## config.mk

```make
export PLATFORM = sky130hd
export DESIGN_NAME = dtc_leaf_enum
export DESIGN_NICKNAME = d
export VERILOG_FILES = /design/src/rtl/dtc_pkg.sv /design/src/rtl/dtc_prio_enc.sv /design/src/rtl/dtc_leaf_enum.sv
export SDC_FILE = /design/constraint.sdc
export NUM_CORES = 1
export LEC_CHECK = 0
export ABC_AREA = 1
export CAP_MARGIN = 20
export CORE_ASPECT_RATIO = 0.75
export CORE_MARGIN = 2
export CORE_UTILIZATION = 55
export DETAILED_ROUTE_END_ITERATION = 8
export GPL_TIMING_DRIVEN = 1
export PLACE_DENSITY = 0.72
export RECOVER_POWER = 100
export SKIP_LAST_GASP = 1
export SLEW_MARGIN = 20
export SYNTH_ARGS = -nofsm -noshare
export SYNTH_HDL_FRONTEND = slang
export SYNTH_HIERARCHICAL = 1
export SYNTH_SLANG_ARGS = --single-unit
export TNS_END_PERCENT = 20
```

## constraint.sdc

```tcl
create_clock -name clk -period 5.05 [get_ports clk]
set_input_delay 1.515 -clock clk [delete_from_list [all_inputs] [get_ports clk]]
set_output_delay 1.515 -clock clk [all_outputs]
set_load 0.02 [all_outputs]
```

## src/rtl/dtc_pkg.sv

```systemverilog
// Shared defaults and types for the decision-tree leaf enumerator.
// No logic lives here; sizes are the defaults the top-level parameters start from.
package dtc_pkg;

    localparam int DTC_N_INP  = 12;
    localparam int DTC_N_OUT  = 3;
    localparam int DTC_N_LEAF = 16;

    typedef enum logic [1:0] {
        IDLE  = 2'd0,
        MATCH = 2'd1,
        EMIT  = 2'd2
    } state_t;

    // One leaf of the tree: the path to it is the set of feature bits in mask,
    // each required to hold the corresponding bit of value.
    typedef struct packed {
        logic                 en;
        logic [DTC_N_OUT-1:0] cls;
        logic [DTC_N_INP-1:0] mask;
        logic [DTC_N_INP-1:0] value;
    } leaf_t;

endpackage

```

## src/rtl/dtc_prio_enc.sv

```systemverilog
// Purpose: lowest-set-bit index of a bitmap plus any/exactly-one flags.
// Latency: purely combinational.
// Backpressure: none; the consumer samples the outputs as it needs them.
module dtc_prio_enc
    import dtc_pkg::*;
#(
    parameter  int N  = DTC_N_LEAF,
    localparam int AW = $clog2(N)
) (
    input  logic [N-1:0]  vec,
    output logic [AW-1:0] idx,
    output logic          any,
    output logic          one
);

    // Scan downwards so the lowest set bit is the last one written.
    always_comb begin
        idx = '0;
        for (int i = N - 1; i >= 0; i--) begin
            if (vec[i]) begin
                idx = AW'(i);
            end
        end
    end

    assign any = |vec;
    assign one = any && ((vec & (vec - N'(1))) == '0);

endmodule

```

## src/rtl/dtc_leaf_enum.sv

```systemverilog
// Purpose: inverse DT classifier; streams (mask, value) of every enabled leaf labelled q_class.
// Latency: first beat two cycles after query accept, then one beat per cycle.
// Backpressure: r_ready low holds the current beat stable; no new query is taken until the stream ends.
module dtc_leaf_enum
    import dtc_pkg::*;
#(
    parameter  int N_INP  = DTC_N_INP,
    parameter  int N_OUT  = DTC_N_OUT,
    parameter  int N_LEAF = DTC_N_LEAF,
    localparam int AW     = $clog2(N_LEAF)
) (
    input  logic             clk,
    input  logic             rst,
    input  logic             cfg_we,
    input  logic [AW-1:0]    cfg_addr,
    input  logic             cfg_en,
    input  logic [N_OUT-1:0] cfg_class,
    input  logic [N_INP-1:0] cfg_mask,
    input  logic [N_INP-1:0] cfg_value,
    input  logic             q_valid,
    output logic             q_ready,
    input  logic [N_OUT-1:0] q_class,
    output logic             r_valid,
    input  logic             r_ready,
    output logic [N_INP-1:0] r_mask,
    output logic [N_INP-1:0] r_value,
    output logic [AW-1:0]    r_leaf,
    output logic             r_last,
    output logic             r_none
);

    state_t state, state_nxt;

    logic [N_LEAF-1:0] en;
    logic [N_OUT-1:0]  tcls  [N_LEAF];
    logic [N_INP-1:0]  tmask [N_LEAF];
    logic [N_INP-1:0]  tval  [N_LEAF];

    logic [N_OUT-1:0]  qcls;
    logic [N_LEAF-1:0] hit;
    logic [N_LEAF-1:0] pend;
    logic [AW-1:0]     idx;
    logic              any;
    logic              one;
    logic              tbl_wr;

    // The table is only writable between queries so a stream always sees one snapshot.
    assign tbl_wr = cfg_we && (state == IDLE);

    always_ff @(posedge clk) begin
        if (tbl_wr) begin
            tcls[cfg_addr]  <= cfg_class;
            tmask[cfg_addr] <= cfg_mask;
            tval[cfg_addr]  <= cfg_value;
        end
    end

    always_comb begin
        hit = '0;
        for (int i = 0; i < N_LEAF; i++) begin
            hit[i] = en[i] && (tcls[i] == qcls);
        end
    end

    dtc_prio_enc #(
        .N   (N_LEAF)
    ) u_prio (
        .vec (pend),
        .idx (idx),
        .any (any),
        .one (one)
    );

    always_ff @(posedge clk) begin
        if (rst) begin
            state <= IDLE;
        end else begin
            state <= state_nxt;
        end
    end

    // An empty pending map in EMIT can only mean the query matched nothing,
    // because the last real beat returns straight to IDLE.
    always_comb begin
        state_nxt = state;
        q_ready   = 1'b0;
        r_valid   = 1'b0;
        r_last    = 1'b0;
        r_none    = 1'b0;
        r_mask    = '0;
        r_value   = '0;
        r_leaf    = '0;
        case (state)
            IDLE: begin
                q_ready = 1'b1;
                if (q_valid) begin
                    state_nxt = MATCH;
                end
            end
            MATCH: begin
                state_nxt = EMIT;
            end
            EMIT: begin
                r_valid = 1'b1;
                if (!any) begin
                    r_none = 1'b1;
                    r_last = 1'b1;
                end else begin
                    r_mask  = tmask[idx];
                    r_value = tval[idx] & tmask[idx];
                    r_leaf  = idx;
                    r_last  = one;
                end
                if (r_ready && (!any || one)) begin
                    state_nxt = IDLE;
                end
            end
            default: begin
                state_nxt = IDLE;
            end
        endcase
    end

    always_ff @(posedge clk) begin
        if (rst) begin
            en   <= '0;
            pend <= '0;
        end else begin
            if (tbl_wr) begin
                en[cfg_addr] <= cfg_en;
            end
            case (state)
                IDLE: begin
                    if (q_valid) begin
                        qcls <= q_class;
                    end
                end
                MATCH: begin
                    pend <= hit;
                end
                EMIT: begin
                    if (r_ready && any) begin
                        pend[idx] <= 1'b0;
                    end
                end
                default: begin
                    pend <= '0;
                end
            endcase
        end
    end

endmodule

```

==> results.py <==
metrics = {
    "global_route": {
        "top_usage_layer": "met2",
        "grt.overflow.total": 0,
        "gr-usage-met3_pct": 4.45,
        "grt_pass1_vias": 13000,
        "met2_usage_pct": 41.7,
        "antenna_found_initial": 4,
        "grt_max_degree": 64,
        "use_met1_pct": 40.1,
        "grt_pass1_wl_um": 76400,
        "grt_usage_pct": 27.4,
    },
    "outcome": {
        "violations": "max-capacitance violations, max-slew violations, negative setup slack",
        "status": "finished, violations left",
    },
    "sta": {
        "finalHoldWorstSlack_ps": 502,
        "fin_crit_ps": 5090,
        "max_freq_ghz": 0.196,
        "relSlewSlack_pct": -82.6,
        "finalSetupViolations": 4,
        "rsz0062_at_grt": "yes",
        "tightest_slew_ps": 2740,
        "maxSlewViolCount": 338,
        "finalWorstSetupSlack_ps": -43.1,
        "finalCritPeriodShare_pct": 101,
        "hold_viol_final": 0,
        "fin_skew_ps": 19.9,
    },
    "drt": {
        "vias": 13800,
        "via_per_inst": 5.56,
        "drt-initial-drc-count": 1679,
        "ant_nets": 0,
        "route.detailed.drc": 0,
        "wl_per_cell_um": 20.4,
        "dr.pass1.iters": 7,
        "wirelength_um": 50800,
    },
    "hold_path": {
        "hold_class": "reg -> reg",
    },
    "final_layout": {
        "area_growth_pct": 14.3,
        "layout-drive-gt1-share_pct": 6.41,
        "final_area_um2": 22500,
        "utilization_pct": 64.4,
        "fillCellCount": 2698,
        "finalNonFillerCells": 2486,
        "final_nets": 2040,
    },
    "power_and_ir_drop": {
        "power.leakage_nw": 9.01,
        "powerDensity_nw_per_um2": 348,
        "peakVddDrop_mv": 0.257,
    },
    "die": {
        "row_count": 59,
        "core-area_um2": 35000,
        "io_pins": 72,
        "die_w_um": 223,
        "start_util_pct": 56.3,
        "die_area_um2": 37400,
        "die_y_um": 168,
    },
    "setup_path": {
        "slowest_delay_ps": 530,
        "cpMostUsedCell": "nand2_1",
        "critical_path_required_ps": 3540,
        "cp_slowest_cell": "clkdlybuf4s50_1",
        "cp-end-kind": "output pin",
        "worst_ep_arrival_time_ps": 3580,
        "critical_path.max_fanout": 10,
        "crit_type": "reg -> out",
        "start_kind": "flop",
    },
    "logic_synthesis": {
        "yosysTopAreaCell": "edfxtp_1",
        "synth_most_common_cell": "nand2_1",
        "ys_warn_count": 6,
        "synth_edf_count": 435,
        "syn_area_um2": 19700,
        "ys.flop_type": "edfxtp_1",
        "async_flop_share_pct": 0,
        "syn_area_per_cell_um2": 10.3,
        "netlist_instances": 1908,
        "synth_cell_types": 32,
        "synth_nets": 1952,
        "synth_top_area_share_pct": 66.3,
        "ys_ff_latch": 469,
        "seq_area_frac_synth_pct": 69.8,
        "synthTopCellsByCount": "nand2_1, edfxtp_1, nor2_1",
        "synthTopCellsByArea": "edfxtp_1, nand2_1, dfxtp_1, nor2_1, inv_1",
    },
    "placement": {
        "hpwl_um": 27700,
        "io_buffer_count": 71,
        "pre_cts_ws_ps": 112,
        "place_congestion": 0.920,
        "dpl.cell_count": 2402,
        "dpl_cell_area_um2": 21200,
    },
    "clock_network": {
        "cts_hold_buf": 0,
        "clock_path_buffers": 3,
        "cts_tree": "built",
        "root_buffer": "clkbuf_16",
        "cts.sinks": 469,
        "cts.clk_slew.worst_paths_ps": 60,
        "cts_buffers": 44,
        "htree_levels": 2,
        "clock_latency_ps": 560,
    },
    "flow_run": {
        "cap_violations": 12,
    },
}
## what timing repair did
item                       CTS  global route
gates resized for setup     14            27
pin swaps                    1             2
setup endpoints to repair   24            24
gates cloned                 3             0
setup buffers                2             0
## through the flow
stage | total power [mW] | setup TNS, ps
global placement | 4.86 | 0
CTS | 7.88 | -2170
detailed placement | 4.87 | 0
global route | 8.07 | -2680
finish | 7.84 | -106
floorplan | 4.67 | 0
## cell type report
type / instances / area [µm²] / share of cell area (%)
timing repair inverter: 1 / 5.00 / 0.0222
inverter: 78 / 298 / 1.32
multi-input combinational: 1280 / 5320 / 23.6
sequential: 469 / 13700 / 61.0
tap: 457 / 572 / 2.54
clock inverter: 15 / 113 / 0.500
antenna: 1 / 2.50 / 0.0111
timing repair buffer: 122 / 1280 / 5.68
clock buffer: 63 / 1190 / 5.29
## metal layers
metal / vias up / wire, µm
met1: 6553 / 21100
met3: 110 / 5050
met2: 670 / 23000
li1: 6490 / -
met5: - / 0
met4: 0 / 1590
## cells by family after synthesis
| group | share of synthesized area [%] |
|---|---|
| AOI/OAI and AO/OA | 3.00 |
| xor gates and xnor gates | 0.133 |
| adders and majority gates | 0.254 |
| buffers and inverters | 3.54 |
| DFF | 69.8 |
| and+or+nand+nor | 23.3 |
## cell usage in the layout (no fill, tap or decap), types with 11 or more instances in the layout
| master | synthesis | final |
|---|---|---|
| nand2_1 | 984 | 984 |
| edfxtp_1 | 435 | 435 |
| nor2_1 | 81 | 79 |
| inv_1 | 72 | 72 |
| a21oi_1 | 52 | 51 |
| clkbuf_16 | 0 | 44 |
| dlygate4sd3_1 | 0 | 40 |
| nand4_1 | 37 | 37 |
| dfxtp_1 | 34 | 34 |
| clkbuf_1 | 14 | 31 |
| o21ai_0 | 28 | 28 |
| nand3_1 | 21 | 22 |
| nor3_1 | 17 | 17 |
| o21ai_1 | 22 | 16 |
| buf_4 | 10 | 16 |
| buf_12 | 0 | 15 |
| clkdlybuf4s50_1 | 0 | 11 |
| dlymetal6s2s_1 | 0 | 11 |
## flip-flops by register name, indices dropped and copies added (netlist names)
signal	cells
tmask	192
tval	192
tcls	48
en	16
pend	16
qcls	3
state	2
## final timing paths
| check | startpoint | endpoint | cells past startpoint | slack (ps) |
|---|---|---|---|---|
| setup / recovery | pend[13] | r_mask[5] | 26 | -40 |
| hold reg to reg | pend[13] | pend[13] | 2 | 500 |
| setup reg to reg | state[0] | en[13] | 9 | 860 |
| hold / removal | pend[13] | pend[13] | 2 | 500 |
## critical path: cells and delay by family (launching register included)
family | cells | cell delay, ps
buffers and inverters | 6 | 1170
and+or+nand+nor | 18 | 1010
AOI/OAI and AO/OA | 2 | 450
DFF | 1 | 370
## report_power, final
part           switching (mW)  total [mW]  internal [mW]  leakage, nW
Sequential             0.0244        4.35           4.33         4.20
Combinational           0.319       0.422          0.102         4.19
Clock                    1.37        3.06           1.70        0.628
Total                    1.71        7.84           6.12         9.01
(Power assumes the default switching activity.)
